<file path="config.mk">
export PLATFORM = sky130hd
export DESIGN_NAME = rcpwm_capture
export DESIGN_NICKNAME = d
export VERILOG_FILES = /design/src/rtl/rcpwm_capture.sv
export SDC_FILE = /design/constraint.sdc
export NUM_CORES = 1
export LEC_CHECK = 0
export ABC_AREA = 1
export BUFFER_PORTS_ARGS = -buffer_cell sky130_fd_sc_hd__clkbuf_2
export CORE_MARGIN = 8
export CORE_UTILIZATION = 60
export DETAILED_ROUTE_END_ITERATION = 7
export PLACE_DENSITY = 0.81
export SLEW_MARGIN = 20
export SYNTH_ARGS = -nofsm -noshare
export SYNTH_HDL_FRONTEND = slang
export SYNTH_SLANG_ARGS = --single-unit
</file>
<file path="constraint.sdc">
create_clock -name clk -period 4.4 [get_ports clk]
set_clock_uncertainty 0.05 [all_clocks]
set_input_delay 0.88 -clock clk [delete_from_list [all_inputs] [get_ports clk]]
set_output_delay 0.88 -clock clk [all_outputs]
set_load 0.02 [all_outputs]
</file>
<file path="src/rtl/rcpwm_capture.sv">
// RC/servo PWM capture: measures pulse high time in clk cycles, converts it to a
// signed position around the neutral width, and tracks validity with a timeout.
module rcpwm_capture #(
    parameter int unsigned servo_center = 72000,
    parameter int unsigned scale_shift  = 6,
    parameter int unsigned min_width    = 24000,
    parameter int unsigned max_width    = 120000,
    parameter int unsigned timeout      = 1440000
) (
    input  logic        clk,
    input  logic        rst,
    input  logic        pwm_in,
    output logic [31:0] value,
    output logic [31:0] width,
    output logic        valid,
    output logic        new_sample,
    output logic        pulse_err
);

    localparam logic [31:0] SC   = 32'(servo_center);
    localparam logic [31:0] MINW = 32'(min_width);
    localparam logic [31:0] MAXW = 32'(max_width);
    localparam logic [31:0] TO   = 32'(timeout);

    typedef enum logic [1:0] {WAIT_LOW, WAIT_RISE, HIGH} state_t;

    state_t      state_q;
    logic        s1_q, s2_q, s3_q;
    logic        rise_q, fall_q;
    logic [2:0]  prime_q;
    logic [31:0] cnt_q, tcnt_q;
    logic [31:0] value_q, width_q;
    logic        valid_q, new_sample_q, pulse_err_q;

    logic               in_range, accept, reject, overrun;
    logic signed [31:0] diff_s, scaled;

    always_comb begin
        in_range = (cnt_q >= MINW) && (cnt_q <= MAXW);
        overrun  = (state_q == HIGH) && !fall_q && s3_q && (cnt_q == MAXW);
        accept   = (state_q == HIGH) && fall_q && in_range;
        reject   = ((state_q == HIGH) && fall_q && !in_range) || overrun;
        diff_s   = $signed(cnt_q - SC);
        scaled   = diff_s >>> scale_shift;
    end

    // Edge flags are registered so the FSM sees one detect stage after the
    // synchroniser; s3 is the matching level. prime_q keeps WAIT_LOW from
    // trusting the cleared synchroniser before real pin samples reach it.
    always_ff @(posedge clk) begin
        if (rst) begin
            state_q      <= WAIT_LOW;
            s1_q         <= 1'b0;
            s2_q         <= 1'b0;
            s3_q         <= 1'b0;
            rise_q       <= 1'b0;
            fall_q       <= 1'b0;
            prime_q      <= '0;
            cnt_q        <= '0;
            tcnt_q       <= '0;
            value_q      <= '0;
            width_q      <= '0;
            valid_q      <= 1'b0;
            new_sample_q <= 1'b0;
            pulse_err_q  <= 1'b0;
        end else begin
            s1_q         <= pwm_in;
            s2_q         <= s1_q;
            s3_q         <= s2_q;
            rise_q       <= s2_q & ~s3_q;
            fall_q       <= ~s2_q & s3_q;
            prime_q      <= {prime_q[1:0], 1'b1};
            new_sample_q <= accept;
            pulse_err_q  <= reject;

            case (state_q)
                WAIT_LOW: begin
                    if (prime_q[2] && !s3_q) state_q <= WAIT_RISE;
                end
                WAIT_RISE: begin
                    if (rise_q) begin
                        cnt_q   <= 32'd1;
                        state_q <= HIGH;
                    end
                end
                HIGH: begin
                    if (fall_q)        state_q <= WAIT_RISE;
                    else if (overrun)  state_q <= WAIT_LOW;
                    else               cnt_q   <= cnt_q + 32'd1;
                end
                default: state_q <= WAIT_LOW;
            endcase

            // An accepted pulse takes precedence over an expiring timeout.
            if (accept) begin
                width_q <= cnt_q;
                value_q <= scaled;
                valid_q <= 1'b1;
                tcnt_q  <= '0;
            end else if (tcnt_q != TO) begin
                tcnt_q <= tcnt_q + 32'd1;
                if (tcnt_q + 32'd1 == TO) begin
                    valid_q <= 1'b0;
                    value_q <= '0;
                end
            end
        end
    end

    assign value      = value_q;
    assign width      = width_q;
    assign valid      = valid_q;
    assign new_sample = new_sample_q;
    assign pulse_err  = pulse_err_q;

endmodule

</file>
==> results.py <==
metrics = {
    "status": {
        "status": "finished, final reports clean",
    },
    "power_and_ir_drop": {
        "p_clk_share_pct": 51.7,
        "p_seq_share_pct": 45.4,
        "p_total_mw": 2.72,
        "powerDensity_mw_per_mm2": 345,
        "p_sw_share_pct": 22.0,
        "p_switching_mw": 0.597,
        "pwr-share-comb_pct": 2.9,
        "internal-power_mw": 2.12,
        "max-vdd-ir-drop_mv": 0.338,
        "leakage_nw": 3.19,
    },
    "critical_path": {
        "worstPathCellList": "ha_1, nand4_1, nor3_1, nand4_1, nand2_1, nor2_2, buf_4, inv_1, nand2_1, a21oi_1",
        "r2r_cells": 10,
        "arrival_ns": 3.30,
        "path_max_fanout": 34,
        "criticalPathCategory": "reg2reg",
        "critical_path.max_stage_delay_ns": 0.79,
        "cp-end-kind": "flop",
        "startpoint_type": "flop",
        "crit_required_ns": 4.69,
        "critPathSlowestCell": "inv_1",
    },
    "timing": {
        "post-route-period-util_pct": 68.4,
        "hold_viol": 0,
        "timing.setup.tns_ns": 0,
        "tightest_slew_ns": 1.02,
        "max_freq_mhz": 332,
        "finalSetupViolCount": 0,
        "finalCriticalPeriod_ns": 3.01,
        "rsz0062_at_grt": "no",
        "slew_violations": 0,
        "slew_headroom_pct": 32.0,
    },
    "die": {
        "die-area_mm2": 0.0153,
        "io_pins": 70,
        "die_w_um": 124,
        "num_rows": 39,
        "start_util_pct": 61.2,
        "dieHeight_um": 124,
        "core_area_mm2": 0.0114,
    },
    "yosys": {
        "synth_edf_count": 0,
        "async_flop_share_pct": 0,
        "synth_top_area_cell": "dfxtp_1",
        "ys_seq_area_share_pct": 38.8,
        "yosysWarnings": 0,
        "netlist_area_mm2": 0.00696,
        "yosysMostFrequentCell": "nand2_1",
        "synth-seq-cells": 135,
        "syn_inst": 1057,
        "synth-main-ff-cell": "dfxtp_1",
        "synthTopCellsByCount": "nand2_1 (287), nor2_1 (160), dfxtp_1 (135)",
        "synth_nets": 1067,
        "synth_cell_types": 37,
        "ys_top_cells_by_area": "dfxtp_1 (39%), nand2_1 (15%), nor2_1 (8.6%), nand3_1 (6.0%), inv_1 (5.9%)",
        "synth.avg_cell_area_um2": 6.59,
        "synth_top_area_share_pct": 38.8,
    },
    "cts": {
        "ctsResizeCount": 0,
        "clockBufferDepth": 2,
        "cts_hold_buf": 0,
        "clk_latency_ns": 0.42,
        "cts_htree_levels": 4,
        "cts_sinks": 135,
        "root_buffer": "clkbuf_16",
        "cts_buffers": 17,
        "cts_setup_buffers": 0,
        "path_clk_slew_ns": 0.06,
        "cts_tree": "built",
    },
    "drt": {
        "wirelength_um": 18200,
        "dr.max_layer_used": "met4",
        "met1Wirelength_um": 7380,
        "met2_wirelength_um": 9290,
        "postRouteAntennaNets": 0,
        "met3_length_um": 959,
        "routed_via_density": 5.49,
        "drcViolationCount": 0,
        "wire_per_inst_um": 14.4,
        "first_pass_iters": 5,
        "num_vias": 6923,
        "drt_iter0_drc": 665,
    },
    "global_routing": {
        "grt_pass1_wl_um": 30000,
        "antenna_found_initial": 0,
        "track_usage_pct": 24.5,
        "grt_pass1_vias": 6371,
        "grt_max_degree": 49,
        "grt-ovfl-total": 0,
    },
    "cells_and_area": {
        "regArea_mm2": 0.00270,
        "antenna_cells": 0,
        "final_layout_size_suffix_gt1_share_pct": 12.4,
        "syn2layout_area_growth_pct": 13.3,
        "nets": 1115,
        "fill_cells": 1022,
        "multi_input_area_mm2": 0.00361,
    },
    "placement": {
        "io_buffers": 69,
        "gp_congestion": 0.982,
        "post-dp-hpwl_um": 13200,
    },
    "job": {
        "drv_cap": 0,
    },
    "worst_hold_path": {
        "hold_depth": 2,
        "hold_class": "reg2reg",
    },
}
-- per-layer routing --
layer,track usage [%],vias to the layer above
met3,5.08,44
met5,0,-
met2,43.2,230
li1,-,3469
met1,27.9,3180
met4,11.6,0
-- metrics by stage --
| step | utilization, % | instance area [um2] | hold WS [ns] | std cells | setup slack (ns) |
|---|---|---|---|---|---|
| 6_report | 69.4 | 7890 | 0.355 | 1261 | 1.39 |
| 4_1_cts | 69.4 | 7890 | 0.356 | 1261 | 1.43 |
| 3_5_place_dp | 64.2 | 7300 | 0.348 | 1229 | 1.51 |
| 2_1_floorplan | - | 6960 | 0.338 | 1057 | 2.33 |
| 5_1_grt | 69.4 | 7890 | 0.367 | 1261 | 1.11 |
| 3_3_place_gp | 64.2 | 7300 | 0.339 | 1229 | 1.57 |
-- registers in the layout, indices dropped and copies added (netlist names) --
signal,cells
cnt_q,32
fall_q,1
new_sample,1
prime_q,3
pulse_err,1
rise_q,1
s1_q,1
s2_q,1
s3_q,1
state_q,2
tcnt_q,32
valid,1
value,26
width,32
-- final cells by class --
class | instances | area share [%]
inverters | 114 | 5.42
flip-flops and latches | 135 | 34.2
repair buffers | 74 | 4.85
multi-input cells | 763 | 45.7
clock inverters | 11 | 1.54
well taps | 143 | 2.27
clock buffers | 21 | 5.96
-- power groups by stage --
stage | sequential, mW | clock [mW] | combinational (mW)
final | 1.24 | 1.41 | 0.0791
after global routing | 1.24 | 1.47 | 0.0866
after CTS | 1.24 | 1.42 | 0.0788
after detailed placement | 1.26 | 0 | 0.0783
after global placement | 1.26 | 0 | 0.0767
after floorplan | 1.26 | 0 | 0.0599
-- worst max-delay path, delay by kind of cell (launching register included) --
family	cells	cell delay, ns
flip-flops	1	0.47
AND/OR/NAND/NOR	6	0.86
buffers and inverters	2	1.03
adder cells (fa/ha/maj)	1	0.30
AO/OA/AOI/OAI	1	0.20
-- path summary, 6_finish.rpt --
| kind | from | end | slack (ns) |
|---|---|---|---|
| max reg2reg | cnt_q[6] | cnt_q[16] | 1.39 |
| min | s1_q | s2_q | 0.36 |
| min reg2reg | s1_q | s2_q | 0.36 |
| max | cnt_q[6] | cnt_q[16] | 1.39 |
-- placed cells by master, fill, tap and decap left out, drive strengths merged, types with 7 or more instances in the layout --
cell / count
nand2: 292
nor2: 169
dfxtp: 135
inv: 114
nand3: 96
clkbuf: 90
a21oi: 66
o21ai: 37
nand4: 32
nor3: 23
xor2: 17
ha: 7
clkinv: 7
-- kinds of logic (layout without fill, tap and decap cells) --
logic type	Yosys count	in the layout	share of synthesized area (%)
AOI/OAI and AO/OA	110	110	8.18
DFF	135	135	38.8
xor gates and xnor gates	22	22	2.77
and+or+nand+nor	624	624	39.6
buffers and inverters	159	220	9.42
adders and majority gates	7	7	1.26
(Power assumes the default switching activity.)
